==> src/rtl/ps2_pkg.sv <==
// ps2_pkg: shared constants and types for the PS/2 keyboard event receiver.
//   - event word bit positions
//   - Set 2 prefix bytes and modifier scan codes
//   - prefix FSM state encoding and modifier state record
//   - odd-parity helper for frame validation
package ps2_pkg;

  localparam int EV_BRK   = 15;
  localparam int EV_EXT   = 14;
  localparam int EV_SHIFT = 13;
  localparam int EV_CTRL  = 12;
  localparam int EV_ALT   = 11;
  localparam int EV_CAPS  = 10;

  localparam logic [7:0] PS2_PFX_EXT = 8'hE0;
  localparam logic [7:0] PS2_PFX_BRK = 8'hF0;

  localparam logic [7:0] SC_LSHIFT = 8'h12;
  localparam logic [7:0] SC_RSHIFT = 8'h59;
  localparam logic [7:0] SC_CTRL   = 8'h14;  // right ctrl is E0 14
  localparam logic [7:0] SC_ALT    = 8'h11;  // right alt is E0 11
  localparam logic [7:0] SC_CAPS   = 8'h58;

  typedef enum logic [1:0] {
    PFX_IDLE,
    PFX_EXT,
    PFX_BRK,
    PFX_EXT_BRK
  } pfx_state_t;

  typedef struct packed {
    logic lshift;
    logic rshift;
    logic lctrl;
    logic rctrl;
    logic lalt;
    logic ralt;
    logic caps;
  } mod_t;

  // Data bits plus parity bit must contain an odd number of ones.
  function automatic logic odd_parity_ok(input logic [8:0] bits);
    return ^bits;
  endfunction

endpackage

==> src/rtl/ps2_event_fifo.sv <==
// ps2_event_fifo: generic synchronous show-ahead FIFO.
//   clk, rst        : clock, synchronous active-high reset (pointers/count only)
//   push, din       : write request and data; ignored when full unless popping
//   pop             : read request; ignored when empty
//   dout            : head entry, forced to 0 while empty
//   empty, full     : occupancy flags
//   level           : current occupancy, 0..DEPTH
// DEPTH must be a power of two so the pointers wrap naturally.
module ps2_event_fifo #(
  parameter int WIDTH = 16,
  parameter int DEPTH = 16
) (
  input  logic                     clk,
  input  logic                     rst,
  input  logic                     push,
  input  logic [WIDTH-1:0]         din,
  input  logic                     pop,
  output logic [WIDTH-1:0]         dout,
  output logic                     empty,
  output logic                     full,
  output logic [$clog2(DEPTH):0]   level
);

  localparam int AW = $clog2(DEPTH);

  logic [WIDTH-1:0] mem [DEPTH];
  logic [AW-1:0]    wr_ptr;
  logic [AW-1:0]    rd_ptr;
  logic [AW:0]      count;
  logic             do_push;
  logic             do_pop;

  assign empty   = (count == '0);
  assign full    = (count == (AW+1)'(DEPTH));
  assign do_pop  = pop & ~empty;
  // A full FIFO still accepts a write when the head leaves in the same cycle.
  assign do_push = push & (~full | pop);
  assign level   = count;
  assign dout    = empty ? '0 : mem[rd_ptr];

  always_ff @(posedge clk) begin
    if (rst) begin
      wr_ptr <= '0;
      rd_ptr <= '0;
      count  <= '0;
    end else begin
      if (do_push) wr_ptr <= wr_ptr + 1'b1;
      if (do_pop)  rd_ptr <= rd_ptr + 1'b1;
      case ({do_push, do_pop})
        2'b10:   count <= count + 1'b1;
        2'b01:   count <= count - 1'b1;
        default: count <= count;
      endcase
    end
  end

  always_ff @(posedge clk) begin
    if (do_push) mem[wr_ptr] <= din;
  end

endmodule

==> src/rtl/ps2_key_event_rx.sv <==
// ps2_key_event_rx: PS/2 device-to-host receiver with Set 2 prefix resolution,
// modifier tracking and a show-ahead event FIFO.
//   clk, rst         : system clock, synchronous active-high reset
//   ps2_clk_async    : raw PS/2 clock pin
//   ps2_data_async   : raw PS/2 data pin
//   ev_data          : head event {break, ext, shift, ctrl, alt, caps, 2'b0, scan}
//   ev_valid         : FIFO non-empty
//   ev_ready         : consumer pop strobe
//   fifo_level       : FIFO occupancy
//   overflow         : sticky, an event was dropped on a full FIFO
//   err_cnt          : saturating count of bad frames and timeouts
//   stat_clr         : clears overflow and err_cnt
// Optional build macro PS2_TYPEMATIC_FILTER_EN: suppresses auto-repeat makes of
// keys already held down (FIFO only; modifier state still updates).
module ps2_key_event_rx
  import ps2_pkg::*;
#(
  parameter int CLK_HZ     = 50000000,
  parameter int TIMEOUT_US = 2600,
  parameter int FIFO_DEPTH = 16,
  parameter int ERR_W      = 8
) (
  input  logic                          clk,
  input  logic                          rst,
  input  logic                          ps2_clk_async,
  input  logic                          ps2_data_async,
  output logic [15:0]                   ev_data,
  output logic                          ev_valid,
  input  logic                          ev_ready,
  output logic [$clog2(FIFO_DEPTH):0]   fifo_level,
  output logic                          overflow,
  output logic [ERR_W-1:0]              err_cnt,
  input  logic                          stat_clr
);

  localparam int TIMEOUT_CYC = CLK_HZ / 1000000 * TIMEOUT_US;
  localparam int TMO_W       = $clog2(TIMEOUT_CYC + 1);

  logic clk_r0, clk_r1, dat_r0, dat_r1;
  logic fall;
  logic [3:0] bit_cnt;
  logic [9:0] sr;
  logic [TMO_W-1:0] tmo_cnt;
  logic frame_ok, timeout, err_inc;
  logic [7:0] byte_p1;
  logic vld_p1;
  pfx_state_t pfx_q, pfx_nxt;
  logic emit, ev_brk, ev_ext, push_n;
  mod_t mod_q, mod_n;
  logic [15:0] ev_word, ev_p2;
  logic vld_p2;
  logic fifo_empty, fifo_full;

  // p0: pin synchronisers (idle-high bus, so they reset to 1)
  always_ff @(posedge clk) begin
    if (rst) begin
      clk_r0 <= 1'b1;
      clk_r1 <= 1'b1;
      dat_r0 <= 1'b1;
      dat_r1 <= 1'b1;
    end else begin
      clk_r0 <= ps2_clk_async;
      clk_r1 <= clk_r0;
      dat_r0 <= ps2_data_async;
      dat_r1 <= dat_r0;
    end
  end

  // Data is sampled from the older flop: the device settles it while the
  // PS/2 clock is still high, well before the falling edge is seen.
  assign fall     = clk_r1 & ~clk_r0;
  assign frame_ok = ~sr[0] & dat_r1 & odd_parity_ok(sr[9:1]);
  assign timeout  = (bit_cnt != 4'd0) && !fall &&
                    (tmo_cnt == TMO_W'(TIMEOUT_CYC - 1));
  assign err_inc  = (fall && bit_cnt == 4'd10 && !frame_ok) || timeout;

  // p1: frame deserialiser; byte_p1/vld_p1 hold the decided byte
  always_ff @(posedge clk) begin
    if (rst) begin
      bit_cnt <= 4'd0;
      tmo_cnt <= '0;
      vld_p1  <= 1'b0;
    end else begin
      vld_p1 <= 1'b0;
      if (fall) begin
        tmo_cnt <= '0;
        if (bit_cnt == 4'd0) begin
          if (!dat_r1) bit_cnt <= 4'd1;
        end else if (bit_cnt == 4'd10) begin
          bit_cnt <= 4'd0;
          vld_p1  <= frame_ok;
        end else begin
          bit_cnt <= bit_cnt + 4'd1;
        end
      end else if (bit_cnt != 4'd0) begin
        if (timeout) begin
          bit_cnt <= 4'd0;
          tmo_cnt <= '0;
        end else begin
          tmo_cnt <= tmo_cnt + 1'b1;
        end
      end
    end
  end

  // After ten shifts sr holds {parity, data[7:0], start}; older bits fall out.
  always_ff @(posedge clk) begin
    if (fall && bit_cnt != 4'd10) sr <= {dat_r1, sr[9:1]};
    if (fall && bit_cnt == 4'd10) byte_p1 <= sr[8:1];
  end

  always_ff @(posedge clk) begin
    if (rst || stat_clr) err_cnt <= '0;
    else if (err_inc && err_cnt != {ERR_W{1'b1}}) err_cnt <= err_cnt + 1'b1;
  end

  // Prefix FSM: state register
  always_ff @(posedge clk) begin
    if (rst) pfx_q <= PFX_IDLE;
    else     pfx_q <= pfx_nxt;
  end

  // Prefix FSM: next state
  always_comb begin
    pfx_nxt = pfx_q;
    if (vld_p1) begin
      unique case (pfx_q)
        PFX_IDLE: begin
          if (byte_p1 == PS2_PFX_EXT)      pfx_nxt = PFX_EXT;
          else if (byte_p1 == PS2_PFX_BRK) pfx_nxt = PFX_BRK;
          else                             pfx_nxt = PFX_IDLE;
        end
        PFX_EXT: begin
          if (byte_p1 == PS2_PFX_BRK)      pfx_nxt = PFX_EXT_BRK;
          else if (byte_p1 == PS2_PFX_EXT) pfx_nxt = PFX_EXT;
          else                             pfx_nxt = PFX_IDLE;
        end
        default:                           pfx_nxt = PFX_IDLE;
      endcase
    end
  end

  // Prefix FSM: outputs. A prefix byte in a break state abandons the sequence.
  always_comb begin
    emit   = vld_p1 && byte_p1 != PS2_PFX_EXT && byte_p1 != PS2_PFX_BRK;
    ev_brk = (pfx_q == PFX_BRK) || (pfx_q == PFX_EXT_BRK);
    ev_ext = (pfx_q == PFX_EXT) || (pfx_q == PFX_EXT_BRK);
  end

  always_comb begin
    mod_n = mod_q;
    if (emit) begin
      case ({ev_ext, byte_p1})
        {1'b0, SC_LSHIFT}: mod_n.lshift = ~ev_brk;
        {1'b0, SC_RSHIFT}: mod_n.rshift = ~ev_brk;
        {1'b0, SC_CTRL}:   mod_n.lctrl  = ~ev_brk;
        {1'b1, SC_CTRL}:   mod_n.rctrl  = ~ev_brk;
        {1'b0, SC_ALT}:    mod_n.lalt   = ~ev_brk;
        {1'b1, SC_ALT}:    mod_n.ralt   = ~ev_brk;
        {1'b0, SC_CAPS}:   if (!ev_brk) mod_n.caps = ~mod_q.caps;
        default:           mod_n = mod_q;
      endcase
    end
  end

  // Snapshot reflects modifier state after this event has been applied.
  always_comb begin
    ev_word           = {8'h00, byte_p1};
    ev_word[EV_BRK]   = ev_brk;
    ev_word[EV_EXT]   = ev_ext;
    ev_word[EV_SHIFT] = mod_n.lshift | mod_n.rshift;
    ev_word[EV_CTRL]  = mod_n.lctrl | mod_n.rctrl;
    ev_word[EV_ALT]   = mod_n.lalt | mod_n.ralt;
    ev_word[EV_CAPS]  = mod_n.caps;
  end

`ifdef PS2_TYPEMATIC_FILTER_EN
  logic [511:0] key_down;
  logic [8:0]   key_idx;

  assign key_idx = {ev_ext, byte_p1};
  assign push_n  = emit & ~(~ev_brk & key_down[key_idx]);

  always_ff @(posedge clk) begin
    if (rst)       key_down <= '0;
    else if (emit) key_down[key_idx] <= ~ev_brk;
  end
`else
  assign push_n = emit;
`endif

  // p2: registered event and modifier state, written to the FIFO next cycle
  always_ff @(posedge clk) begin
    if (rst) begin
      vld_p2 <= 1'b0;
      mod_q  <= '0;
    end else begin
      vld_p2 <= push_n;
      mod_q  <= mod_n;
    end
  end

  always_ff @(posedge clk) begin
    ev_p2 <= ev_word;
  end

  ps2_event_fifo #(
    .WIDTH (16),
    .DEPTH (FIFO_DEPTH)
  ) u_fifo (
    .clk   (clk),
    .rst   (rst),
    .push  (vld_p2),
    .din   (ev_p2),
    .pop   (ev_ready),
    .dout  (ev_data),
    .empty (fifo_empty),
    .full  (fifo_full),
    .level (fifo_level)
  );

  assign ev_valid = ~fifo_empty;

  always_ff @(posedge clk) begin
    if (rst || stat_clr)                    overflow <= 1'b0;
    else if (vld_p2 && fifo_full && !ev_ready) overflow <= 1'b1;
  end

endmodule

==> config.mk <==
export PLATFORM = sky130hd
export DESIGN_NAME = ps2_key_event_rx
export DESIGN_NICKNAME = d
export VERILOG_FILES = /design/src/rtl/ps2_pkg.sv /design/src/rtl/ps2_event_fifo.sv /design/src/rtl/ps2_key_event_rx.sv
export SDC_FILE = /design/constraint.sdc
export NUM_CORES = 1
export LEC_CHECK = 0
export ABC_AREA = 1
export BUFFER_PORTS_ARGS = -buffer_cell sky130_fd_sc_hd__clkbuf_2
export CAP_MARGIN = 20
export CORE_ASPECT_RATIO = 0.9
export CORE_MARGIN = 2
export CORE_UTILIZATION = 50
export CTS_CLUSTER_DIAMETER = 60
export DETAILED_ROUTE_END_ITERATION = 6
export HOLD_SLACK_MARGIN = 0.05
export PLACE_DENSITY = 0.72
export SLEW_MARGIN = 20
export SYNTH_ARGS = -nofsm -noshare
export SYNTH_HDL_FRONTEND = slang
export SYNTH_SLANG_ARGS = --single-unit
==> constraint.sdc <==
create_clock -name clk -period 3.3 [get_ports clk]
set_input_delay 0.33 -clock clk [delete_from_list [all_inputs] [get_ports clk]]
set_output_delay 0.33 -clock clk [all_outputs]
set_load 0.05 [all_outputs]
==> flow_summary_export.csv <==
group,metric,value,unit
power,power.switching,3450,µW
setup_path,critPathRequiredTime,2.97,ns
power,peakVddDrop,0.553,mV
timing,post-route-period-util,93.1,%
logic_synthesis,synth_most_common_cell,"edfxtp_1",
floorplan,core_area,25000,µm²
setup_path,path_max_fanout,42,
floorplan,rows,55,
logic_synthesis,ys_types,39,
power,power_density,752,nW/µm²
timing,slew_violations,0,
logic_synthesis,synth.yosys.seq_area_share,69.1,%
power,p_leak,0.00520,µW
logic_synthesis,async_flop_share,0,%
placement,dpl_worst_slack,0.667,ns
logic_synthesis,synth.largest_area_cell,"edfxtp_1",
power,power_frac_seq,40.0,%
finish,antennaDiodeCount,0,
finish,fin_nets,1187,
placement,gp_congestion,0.821,
setup_path,critPathArrivalTime,2.74,ns
timing,setup_ws,0.229,ns
logic_synthesis,netlist.area_leader.share,57.1,%
logic_synthesis,synth-seq-cells,318,
logic_synthesis,syn-cell-area,12700,µm²
timing,fin_tns_setup,0,ns
timing,hold_violations,0,
timing,fin_crit,3.07,ns
logic_synthesis,avgSynthCellArea,11.4,µm²
hold_path,min_path_type,"primary input to flop",
power,p_sw_share,31.4,%
timing,rsz0062_at_grt,"false",
finish,fill_cells,2024,
detailed_routing,first_iter_violations,871,
timing,fin_skew,0.0178,ns
setup_path,setup.worst_path.class,"flop to output port",
finish,fin_util,58.4,%
detailed_routing,ant_nets,0,
floorplan,die_y,155,µm
global_route,antenna_found_initial,0,
timing,whs,0.121,ns
logic_synthesis,synth_area_leaders,"edfxtp_1 57%, dfxtp_1 12%, nor2_1 6.3%",
detailed_routing,drc,0,
logic_synthesis,synth_edf_count,242,
status,status,"complete, no violations",
floorplan,dieArea,26700,µm²
detailed_routing,routed-via-count,8619,
timing,setup_violations,0,
detailed_routing,wl_per_cell,18.1,µm
global_route,grt_first_pass_wirelength,43900,µm
power,combinationalPowerShare,25.9,%
placement,port_buffers,34,
flow_run,cap_violations,0,
global_route,grt_pass1_vias,8300,
cts,clock_path_buffers,3,
logic_synthesis,ys.flop_type,"edfxtp_1",
cts,cts_buffers,31,
timing,maxSlewHeadroom,33.4,%
global_route,grtUsageTotal,21.2,%
power,p_int,7550,µW
cts,clkSlewWorstSetupHoldPaths,0.06,ns
timing,fmax,326,MHz
logic_synthesis,ys_warn_count,0,
finish,area_growth_syn_to_layout,15.0,%
global_route,grt_max_degree,58,
floorplan,start_util,50.8,%
cts,htreeDepth,1,
logic_synthesis,netlist_instances,1120,
detailed_routing,via_per_inst,5.61,
timing,tightest_slew,0.998,ns
detailed_routing,drt_wl_total,27800,µm
cts,cts_tree,"yes",
cts,root_buffer,"clkbuf_16",
cts,worstSkewPairLatency,0.56,ns
setup_path,cp-start-kind,"flop",
floorplan,io_pins,37,
power,clkPwrFrac,34.1,%
logic_synthesis,synth_commonest_cells,"242 x edfxtp_1, 212 x nor2_1, 137 x o21ai_0",
detailed_routing,dr.pass1.iters,5,
setup_path,critPathCaptureType,"output port",
finish,layout-drive-gt1-share,10.8,%
cts,cts_setup_buffers,0,
global_route,grt_overflow,0,
floorplan,fp.dieW,172,µm
placement,dp_hpwl,16300,µm
cts,cts.sinks,318,
state kept, by name, summed over array words and instances, names as in the netlist, 5 cells and up, named ones only:
name / count
err_cnt: 8
tmo_cnt: 17
ev_p2: 14
sr: 10
u_fifo.level: 5
byte_p1: 8
u_fifo.mem: 224
mod_q: 7
cell type report:
| type | count | area [µm²] | share of cell area (%) |
|---|---|---|---|
| Sequential cell | 318 | 8790 | 60.1 |
| Timing Repair Buffer | 67 | 596 | 4.07 |
| Clock buffer | 47 | 920 | 6.28 |
| Tap cell | 342 | 428 | 2.92 |
| Multi-Input combinational cell | 672 | 3420 | 23.4 |
| Clock inverter | 11 | 188 | 1.28 |
| Inverter | 78 | 295 | 2.02 |
through the flow:
stage	instance area [µm²]	std cells	total power, µW
2_1_floorplan	12700	1121	6330
3_3_place_gp	13500	1475	7260
3_5_place_dp	13500	1475	7310
4_1_cts	14600	1535	11000
5_1_grt	14600	1535	11500
6_report	14600	1535	11000
cell families after synthesis:
| kind of cell | synth area share [%] |
|---|---|
| AOI/OAI and AO/OA | 11.2 |
| xor gates and xnor gates | 0.964 |
| adders and majority gates | 1.28 |
| buffers and inverters | 4.09 |
| DFF | 69.1 |
| muxes | 0.472 |
| other | 0.0295 |
| and+or+nand+nor | 12.8 |
metal layers:
| metal | vias up | track usage, % | routed length (µm) |
|---|---|---|---|
| li1 | 4065 | - | - |
| met2 | 343 | 33.7 | 12700 |
| met1 | 4155 | 30.2 | 12200 |
| met3 | 56 | 3.84 | 2240 |
| met5 | - | 0 | 0 |
| met4 | 0 | 5.88 | 664 |
timing repair:
action | 4_1_cts | 5_1_grt
resized for setup | 0 | 2
hold buffers | 2 | 0
setup endpoints to repair | 0 | 4
endpoints found under the hold margin | 2 | 0
power groups by stage:
stage          Combinational (µW)  Clock [µW]  Sequential, µW
2_1_floorplan                1820           0            4510
3_3_place_gp                 2790           0            4480
3_5_place_dp                 2830           0            4480
4_1_cts                      2840        3790            4400
5_1_grt                      3100        3960            4410
6_report                     2850        3750            4400
path summary, 6_finish.rpt:
check                                                   from                            to  slack, ns  depth (start not counted)
worst max-delay path                                    flop                   ev_data[11]       0.23                          6
worst min-delay path                                ev_ready                          flop       0.12                          3
worst max register to register  u_fifo.level[2]$_SDFFE_PP0P_  u_fifo.level[4]$_SDFFE_PP0P_       0.60                         16
worst min register to register             dat_r0$_SDFF_PP1_             dat_r1$_SDFF_PP1_       0.41                          1
critical path, stage by stage (launching register included):
cell and delay [ns]:
dfxtp_4 0.54, buf_4 0.46, o21ai_0 0.18, o221ai_1 0.25
nand3_1 0.10, a21oi_1 0.45, buf_12 0.20
layout by cell type (no fill, tap or decap), types with 3 or more instances in the layout:
| cell | netlist | final |
|---|---|---|
| bufinv_16 | 0 | 5 |
| clkinv_1 | 2 | 4 |
| a211oi_1 | 3 | 3 |
| edfxtp_1 | 242 | 242 |
| or2_2 | 3 | 3 |
| nand2_1 | 91 | 91 |
| buf_12 | 0 | 12 |
| nand4_1 | 8 | 8 |
| o22ai_1 | 15 | 15 |
| ha_1 | 13 | 13 |
| inv_1 | 73 | 73 |
| clkbuf_8 | 0 | 4 |
| xnor2_1 | 4 | 4 |
| clkbuf_2 | 0 | 26 |
| o221ai_1 | 42 | 42 |
| o21ai_0 | 137 | 137 |
| clkbuf_16 | 0 | 33 |
| clkbuf_1 | 41 | 9 |
| nand3b_1 | 4 | 4 |
| buf_4 | 2 | 28 |
| nor3_1 | 15 | 15 |
| nor4_1 | 4 | 4 |
| a21oi_1 | 43 | 43 |
| xor2_1 | 10 | 10 |
| dfxtp_1 | 76 | 74 |
| nand3_1 | 46 | 46 |
| mux2i_1 | 6 | 6 |
| nor2_1 | 212 | 212 |
No activity file was read; power rests on OpenSTA's default activity.
